File: src/rtl/bank_write_sched.sv
// Round-robin write scheduler for a 5-bit register bank with idle clock gating.
// One grant per cycle; after IDLE_CYCLES quiet cycles the bank is parked until a request wakes it.
module bank_write_sched #(
  parameter int unsigned IDLE_CYCLES = 4
) (
  input  logic       CLK,
  input  logic       RST,
  input  logic [4:0] REQ,
  input  logic [4:0] REQ_D,
  output logic [4:0] ACK,
  output logic [4:0] EN,
  output logic       D_OUT,
  output logic       IDLE
);

  localparam int unsigned N_REQ = 5;
  localparam int unsigned PTR_W = 3;
  localparam int unsigned CNT_W = 4;

  typedef enum logic [1:0] {RUN, GATED, WAKE} state_t;

  state_t           state, state_nxt;
  logic [PTR_W-1:0] ptr, ptr_nxt;
  logic [CNT_W-1:0] idle_cnt, idle_cnt_nxt, idle_cnt_inc;
  logic [N_REQ-1:0] eligible, grant_nxt;
  logic             d_nxt, idle_nxt;
  logic             found;
  logic [PTR_W-1:0] win;
  logic [PTR_W:0]   sum;
  logic [PTR_W-1:0] idx;

  // A requester still showing its ACK is not re-granted.
  assign eligible = REQ & ~ACK;

  assign idle_cnt_inc = (idle_cnt >= CNT_W'(IDLE_CYCLES)) ? idle_cnt : idle_cnt + 1'b1;

  // Round-robin search starting at ptr, wrapping 4 -> 0.
  always_comb begin
    found = 1'b0;
    win   = '0;
    sum   = '0;
    idx   = '0;
    for (int unsigned k = 0; k < N_REQ; k++) begin
      sum = {1'b0, ptr} + (PTR_W+1)'(k);
      idx = (sum >= (PTR_W+1)'(N_REQ)) ? PTR_W'(sum - (PTR_W+1)'(N_REQ)) : PTR_W'(sum);
      if (!found && eligible[idx]) begin
        found = 1'b1;
        win   = idx;
      end
    end
  end

  always_comb begin
    state_nxt    = state;
    ptr_nxt      = ptr;
    idle_cnt_nxt = idle_cnt;
    grant_nxt    = '0;
    d_nxt        = D_OUT;
    idle_nxt     = 1'b0;
    unique case (state)
      RUN: begin
        if (found) begin
          grant_nxt    = N_REQ'(1) << win;
          d_nxt        = REQ_D[win];
          ptr_nxt      = (win == PTR_W'(N_REQ - 1)) ? '0 : win + PTR_W'(1);
          idle_cnt_nxt = '0;
        end else begin
          idle_cnt_nxt = idle_cnt_inc;
          if (idle_cnt_inc == CNT_W'(IDLE_CYCLES)) begin
            state_nxt = GATED;
            idle_nxt  = 1'b1;
          end
        end
      end
      GATED: begin
        idle_nxt = 1'b1;
        if (|REQ) begin
          state_nxt = WAKE;
          idle_nxt  = 1'b0;
        end
      end
      WAKE: begin
        // Single settle cycle while the bank clock restarts.
        state_nxt    = RUN;
        idle_cnt_nxt = '0;
      end
      default: state_nxt = RUN;
    endcase
  end

  always_ff @(posedge CLK) begin
    if (RST) begin
      state    <= RUN;
      ptr      <= '0;
      idle_cnt <= '0;
      ACK      <= '0;
      EN       <= '0;
      D_OUT    <= 1'b0;
      IDLE     <= 1'b0;
    end else begin
      state    <= state_nxt;
      ptr      <= ptr_nxt;
      idle_cnt <= idle_cnt_nxt;
      ACK      <= grant_nxt;
      EN       <= grant_nxt;
      D_OUT    <= d_nxt;
      IDLE     <= idle_nxt;
    end
  end

endmodule

File: config.mk
export PLATFORM = sky130hd
export DESIGN_NAME = bank_write_sched
export DESIGN_NICKNAME = d
export VERILOG_FILES = /design/src/rtl/bank_write_sched.sv
export SDC_FILE = /design/constraint.sdc
export NUM_CORES = 1
export LEC_CHECK = 0
export CAP_MARGIN = 10
export CORE_ASPECT_RATIO = 0.9
export CORE_UTILIZATION = 42
export DETAILED_ROUTE_END_ITERATION = 8
export GPL_TIMING_DRIVEN = 0
export PLACE_DENSITY = 0.66
export SLEW_MARGIN = 20
export SYNTH_ARGS = -nofsm -noshare
export SYNTH_HDL_FRONTEND = slang
export SYNTH_SLANG_ARGS = --single-unit
File: constraint.sdc
create_clock -name CLK -period 4.1 [get_ports CLK]
set_clock_uncertainty 0.1 [all_clocks]
set_input_delay 0.615 -clock CLK [delete_from_list [all_inputs] [get_ports CLK]]
set_output_delay 0.615 -clock CLK [all_outputs]
set_load 0.005 [all_outputs]
# ---- Word-level counts from Yosys, hierarchy flattened
# Cells that the tools add are included.
dict set report word_totals {
  reg_bits 16
  out_inout_bits 12
  wordCells 94
}
dict set report classes {
  n_bitwise 4
  addsub 11
  n_shift 1
  n_lt_le_gt_ge 12
  n_reduce_logical 14
  muxes 39
  eq_ne 7
}
# operator n
set ops {}
lappend ops {{two-way mux 3 bit} 11}
lappend ops {{less-than comparator 3 x 4 -> 1 bit (second input constant)} 6}
lappend ops {{greater-or-equal comparator 4 x 3 -> 1 bit (second input constant)} 5}
lappend ops {{binary-select mux 1 bit (select 3 bit)} 6}
lappend ops {{subtractor 3 bit (second input constant)} 5}
lappend ops {{two-way mux 1 bit} 14}
lappend ops {{adder 3 x 2 -> 4 bit (second input constant)} 2}
lappend ops {{two-way mux 4 bit} 2}
lappend ops {{case mux 4 bit (2 select lines)} 1}
lappend ops {{two-way mux 2 bit} 3}
lappend ops {{inequality test 2 bit (second input constant)} 3}
lappend ops {{AND 5 bit} 1}
lappend ops {{inverter 5 bit} 1}
lappend ops {{OR reduction 5 bit} 1}
lappend ops {{left shift 1 x 3 -> 5 bit (first input constant)} 1}
lappend ops {{adder 3 x 1 -> 4 bit (second input constant)} 1}
lappend ops {{adder 3 x 3 -> 4 bit (second input constant)} 1}
lappend ops {{adder 4 x 1 -> 4 bit (second input constant)} 1}
lappend ops {{equality test 4 x 3 -> 1 bit (second input constant)} 1}
lappend ops {{logical AND 1 bit} 4}
lappend ops {{logical NOT 1 bit} 4}
lappend ops {{case mux 2 bit (2 select lines)} 1}
lappend ops {{adder 3 x 1 -> 3 bit (second input constant)} 1}
lappend ops {{equality test 3 bit (second input constant)} 1}
lappend ops {{other kinds (10)} 11}

# ---- Longest topological paths before layout
# Gate-level depths: netlist of run 1.
dict set report depth {
  ltp_word 19
  ltp_mapped 15
}

# ---- Least setup slack after synthesis of run 1
# No wires, ideal clock.
dict set report synth_timing {
  path_kind {flip-flop to flip-flop}
  startpoint {register ptr[1]}
  endpoint {register D_OUT}
  stages_incl_launch_ff 15
  path_slack_ns -0.109
  period_less_slack_ns 4.209
  path_buffers 2
  setup_ns 0.137
  arrival_time_ns 3.972
  cell_sequence {dfxtp_1 > buf_2 > clkinv_1 > ha_1 > ha_1 > clkbuf_1 > a21oi_1 > mux4_2 > a311o_1 > or3_4 > a21oi_4 > o2bb2ai_4 > mux2_1 > a311oi_1 > a221oi_2}
}
dict set report synth_between {
  elab_chain_cells 19
}
# element line_no
set synth_rtl {}
lappend synth_rtl {{start: declaration} 23} ;# logic [PTR_W-1:0] ptr, ptr_nxt;
lappend synth_rtl {{start signal: assignment} 102} ;# ptr <= ptr_nxt;
lappend synth_rtl {{parallel branches: the longest is 19 deep, another holds adder 3 x 1 -> 4 bit} -}
lappend synth_rtl {{end signal: assignment} 106} ;# D_OUT <= d_nxt;
lappend synth_rtl {{end: declaration} 12} ;# output logic D_OUT,
# Several ways; the timed one is not identified. The select of a mux whose other input is x is not followed.
# A chain may end at the register's enable or synchronous reset.

# ---- Final worst setup path of run 1
dict set report layout_timing {
  startpoint {register ptr[0]}
  endpoint {register D_OUT}
}
# The elaborated chain is that of the path after synthesis.

==> run metrics, run 1 <==
most common cell in the netlist nor2_1; row cnt 22; top cell type's share of synthesized area 0.178; max-cap violations 0; worst path cell trace buf_4, clkinvlp_4, ha_2, buf_4, inv_4, mux4_2, a311o_1, or3_4, a21oi_4, o2bb2ai_4, mux2_1, a311oi_2, a221oi_2; Initial DRT Pass Iterations 4; CP required 4110 ps; Gate Count Post-Synth 213; crit path launch ptr[0]; Worst-Margin Slew 542 ps; critical path's slowest cell mux4_2; pre-CTS setup slack -621 ps; CORE AREA 4100 µm²; Clock power frac 0.070; synthesized flop and latch total 16; most used cell, CP buf_4; Final HPWL DP 3570 µm; Reg clk slew, reported paths 60 ps; Comb power frac 0.819; f_max 253 MHz; arrival time worst endpoint 3970 ps; Flop pwr share 0.112; port bufs 23; setup TNS 0 ps; Setup violations, final 0; Net Sw Frac 0.476; antenna-violating nets left 0; RSZ-0062 raised after global routing false; Post-Route WL 4780 µm; Hold Path Stages 2; Nets 272; CP startpoint kind register; worst ir drop on vdd 0.000438 V; worst rel slew slack 0.639; gr usage total 0.223; Area Overhead vs Synth 27.5%; Period minus WS final 3960 ps; worst setup margin 140 ps; most common flop cell mapped by yosys dfxtp_1; distinct cell type count after synthesis 60; worst r2r dst D_OUT; Mapped Area 1800 µm²; R2R depth 13; vias in the first global route 1634; Clock Latency Late Sink 250 ps; chip width 71.0 µm; dpl cells 284; via count 1738; hold endpoint D_OUT; Largest stage delay, worst path 500 ps; leakage 0.917 nW; initial antenna violation count 0; Clock Sinks 16; routability congestion estimate from global placement 0.918; Min-Delay Path Class register to register; r2r startpoint ptr[0]; TritonCTS Buffers 3; final core occ 0.559; fin crit share 0.966; most frequent cells after synthesis nor2_1 (19), mux2i_1 (17), dfxtp_1 (16); placed cell area 2090 µm²; CP Max Fanout 9; Int Pwr 0.00107 W; top post-synthesis cells by area dfxtp_1 (18%), mux2i_1 (9.5%), ha_1 (6.3%), mux4_2 (6.3%), nand2b_1 (4.2%); Hold Buf Count CTS 0; Final Non-Filler Cells 297; total I/O pin count 24; CTS max path bufs 2; run status complete, no violations; 1st-iter DRT viols 144; Final Hold Vio Count 0; largest net degree at the start of global routing 11; Max Slew Vio Count 0; flop2flop setup slack 140 ps; DRC violations left 0; # diodes 0; initial core utilization 0.439; EDFF count, synth 0; grt ovf 0; NetSw 0.000972 W; number of synthesis warnings 0; register area share after synthesis 0.178; global-route wire length before repair 8050 µm; Layout fillers 379; CTS tree yes; post-synth net total 235; hold path startpoint D_OUT; Finished Cell Area 2290 µm²; Crit. End Element register; async set-or-reset flop fraction in the synthesized netlist 0; average size of a mapped cell 8.45 µm²; Via density 5.85; Setup CP Type register to register; CTS HTree Levels 1; share of cells above drive strength 1 0.233; DR WL/cell 16.1 µm; die height 64.1 µm; Power Density 891 nW/µm²; area leader, netlist dfxtp_1; Root Buffer clkbuf_8; die area 4550 µm²
## through the flow
step | hold slack (ps) | total power, W
floorplan | 359 | 0.00137
global placement | 359 | 0.00167
detailed placement | 364 | 0.00168
CTS | 373 | 0.00195
global route | 405 | 0.00222
finish | 370 | 0.00204
## critical path: cells and delay by family, from the launching register on
kind,cells,cell delay (ps)
compound gates,5,1110
mux,2,840
buf+inv,4,630
simple gates,1,460
flops,1,390
fa+ha+maj,1,290
## state kept, by name (all words and copies together), names as in the netlist
| register | count |
|---|---|
| D_OUT | 1 |
| EN | 5 |
| IDLE | 1 |
| idle_cnt | 4 |
| ptr | 3 |
| state | 2 |
## how the worst max path moves through the flow
stage	to	slack [ps]	cells after the start
floorplan	D_OUT	2	15
finish	D_OUT	140	13
global route	D_OUT	10	15
detailed placement	D_OUT	-620	15
global placement	D_OUT	-570	15
CTS	D_OUT	0.8	15
## routing by layer
metal	track usage	up-vias	routed length (µm)
met5	0	-	0
met4	0.0650	0	85
met3	0.0268	10	232
met2	0.350	64	2120
met1	0.320	800	2340
li1	-	864	-
## kinds of logic (layout without fill, tap and decap cells)
| family | Yosys count | count (layout) | share of synthesized area |
|---|---|---|---|
| compound gates | 50 | 50 | 0.220 |
| xor+xnor | 7 | 7 | 0.0341 |
| fa+ha+maj | 10 | 10 | 0.0737 |
| buf+inv | 24 | 60 | 0.0702 |
| flops | 16 | 16 | 0.178 |
| mux | 24 | 24 | 0.170 |
| simple gates | 82 | 82 | 0.254 |
## cell type report
cell class | instances | area [µm²] | share of cell area
multi-input cells | 173 | 1410 | 0.616
well taps | 48 | 60.1 | 0.0262
clock buffers | 4 | 55.1 | 0.0240
plain buffers | 14 | 93.8 | 0.0409
flip-flops and latches | 16 | 323 | 0.141
repair buffers | 33 | 305 | 0.133
inverters | 9 | 42.5 | 0.0185
## power by group through the flow
stage | registers [W] | logic, W | clock network, W
global route | 0.000233 | 0.00183 | 0.000152
floorplan | 0.000220 | 0.00114 | 0
finish | 0.000228 | 0.00167 | 0.000142
CTS | 0.000227 | 0.00158 | 0.000145
detailed placement | 0.000228 | 0.00145 | 0
global placement | 0.000227 | 0.00144 | 0
## placed cells by master, fill, tap and decap left out, types with 3 or more instances in the layout
| cell type | instances |
|---|---|
| o21ai_1 | 3 |
| nor4b_1 | 4 |
| o21ai_0 | 3 |
| mux4_2 | 5 |
| a21o_1 | 3 |
| nor4_1 | 3 |
| a21oi_4 | 3 |
| inv_1 | 4 |
| a211oi_1 | 4 |
| mux2i_1 | 17 |
| nor2b_1 | 6 |
| buf_4 | 18 |
| ha_1 | 6 |
| nor3_1 | 9 |
| dfxtp_1 | 14 |
| clkdlybuf4s50_1 | 23 |
| nand2_1 | 10 |
| buf_2 | 3 |
| nand3_1 | 4 |
| o31ai_1 | 3 |
| nand2b_1 | 11 |
| clkbuf_8 | 4 |
| nor2_1 | 19 |
| a21oi_1 | 8 |
| xnor2_1 | 6 |
| o22ai_1 | 5 |
## timing repair
item	CTS	global route
hold endpoints to repair	0	0
setup endpoints to repair	13	3
buffers inserted	6	4
gates resized for setup	13	5
pin swaps	1	0
No activity file was read; power rests on OpenSTA's default activity.
==> run 2, diff against run 1 <==
--- a/config.mk
+++ b/config.mk
@@ -9,7 +9,7 @@
 export CORE_ASPECT_RATIO = 0.9
 export CORE_UTILIZATION = 42
 export DETAILED_ROUTE_END_ITERATION = 8
-export GPL_TIMING_DRIVEN = 0
+export MAX_ROUTING_LAYER = met4
 export PLACE_DENSITY = 0.66
 export SLEW_MARGIN = 20
 export SYNTH_ARGS = -nofsm -noshare
==> run metrics, run 2 (same netlist as run 1, synthesis figures left out) <==
arrival time worst endpoint 3810 ps; Area Overhead vs Synth 21.1%; Final HPWL DP 3620 µm; Crit path max-delay family compound AO/OA/AOI/OAI gates; grt ovf 0; Reg clk slew, reported paths 70 ps; largest net degree at the start of global routing 21; critical path's slowest cell or3_4; Worst-Margin Slew 521 ps; area of the multi-input gates 1370 µm²; CORE AREA 4100 µm²; CTS HTree Levels 1; worst ir drop on vdd 0.000404 V; Largest stage delay, worst path 450 ps; most used cell, CP ha_1; die area 4550 µm²; DRC violations left 0; Setup violations, final 0; NetSw 0.000936 W; f_max 263 MHz; via count 1695; max-cap violations 0; chip width 71.0 µm; commonest non-fill, non-tap cells in the layout clkdlybuf4s50_1 (23), nor2_1 (19), mux2i_1 (17); routability congestion estimate from global placement 0.853; hold endpoint D_OUT; Final Hold Slack 376 ps; setup TNS 0 ps; RSZ-0062 raised after global routing false; Largest register FFs 5; Clock Latency Late Sink 250 ps; TritonCTS Buffers 3; global-route wire length before repair 7680 µm; antenna-violating nets left 0; Nets 263; Comb power frac 0.811; Hold Path Stages 2; CP Max Fanout 8; r2r startpoint ptr[1]; flop2flop setup slack 300 ps; CP required 4120 ps; register area 322 µm²; initial antenna violation count 0; Initial DRT Pass Iterations 4; Most flops, register EN; DR WL/cell 16.2 µm; Via density 5.89; CTS tree yes; Final Hold Vio Count 0; CTS max path bufs 2; vias in the first global route 1599; worst path cell trace clkinv_2, ha_1, ha_1, a21oi_2, mux4_2, a311o_1, or3_4, a21oi_4, o2bb2ai_4, mux2_1, a311oi_2, a221oi_2; Root Buffer clkbuf_8; worst rel slew slack 0.652; Flop pwr share 0.115; Top Registers EN (5), idle_cnt (4), ptr (3); gr usage total 0.223; worst r2r dst D_OUT; Int Pwr 0.000999 W; run status complete, no violations; Net Sw Frac 0.484; initial core utilization 0.439; Hold Buf Count CTS 0; total I/O pin count 24; Setup CP Type register to register; Min-Delay Path Class register to register; total chip power 0.00193 W; Layout fillers 399; leakage 0.875 nW; Buf/Inv on CP 1; die height 64.1 µm; Crit. End Element register; Post-Route WL 4660 µm; row cnt 22; CP startpoint kind register; 1st-iter DRT viols 106; Clock power frac 0.074; Power Density 888 nW/µm²; Max Slew Vio Count 0; Clock Sinks 16; Period minus WS final 3800 ps; final core occ 0.531; share of cells above drive strength 1 0.179; most common cell after layout, fill and taps aside clkdlybuf4s50_1; fin crit share 0.926; port bufs 23; hold path startpoint D_OUT; # diodes 0; R2R depth 12
-- run 2: cell count changes in the layout (fill, tap and decap cells not counted), moves of 2 or more --
cell and change:
a21oi_2 +2, a21oi_4 -2, buf_2 -3, buf_4 -3
ha_1 +2, inv_4 -2
-- run 2: power groups by stage --
stage	Clock [W]	Sequential (W)	Combinational [W]
3_3_place_gp	0	0.000222	0.00153
2_1_floorplan	0	0.000220	0.00114
4_1_cts	0.000147	0.000221	0.00154
6_report	0.000144	0.000222	0.00157
5_1_grt	0.000151	0.000227	0.00171
3_5_place_dp	0	0.000224	0.00153
-- run 2: tightest hold or removal path, delay by kind of cell (launching register included) --
kind	cells	cell delay, ps
buffers and inverters	1	60
AOI/OAI and AO/OA	1	50
DFF	1	320
-- run 2: how the worst max path moves through the flow --
stage | to | cells after the start | startpoint
2_1_floorplan | D_OUT | 15 | ptr[0]
5_1_grt | D_OUT | 14 | ptr[1]
6_report | D_OUT | 12 | ptr[1]
4_1_cts | D_OUT | 12 | ptr[1]
3_5_place_dp | D_OUT | 12 | REQ[0]
3_3_place_gp | D_OUT | 12 | REQ[0]
-- run 2: metal layers --
layer | GRT usage | vias up | part of all wire | wire [µm]
met5 | - | - | 0 | 0
met4 | 0.0500 | 0 | 0.011 | 49
met3 | 0.0237 | 7 | 0.065 | 305
met2 | 0.365 | 58 | 0.46 | 2130
met1 | 0.297 | 781 | 0.47 | 2180
li1 | - | 849 | - | -
-- run 2: final cells by class --
cell class,instances,area share
Multi-Input combinational cell,173,0.626
Sequential cell,16,0.148
Tap cell,48,0.0276
Clock buffer,4,0.0253
Inverter,9,0.0161
Timing Repair Buffer,38,0.157
-- run 2: per-stage QoR --
| stage | setup WS (ps) | instances | cell area [µm²] |
|---|---|---|---|
| global placement | 126 | 284 | 2110 |
| finish | 302 | 288 | 2180 |
| CTS | 150 | 288 | 2170 |
| detailed placement | 119 | 284 | 2110 |
| global route | 61.0 | 288 | 2180 |
| floorplan | 1.64 | 213 | 1800 |
-- run 2: repair_timing --
action                                 CTS  global route
endpoints found under the hold margin    0             0
setup endpoints to repair                0             1
setup buffers                            0             0
gates resized for setup                  0             3
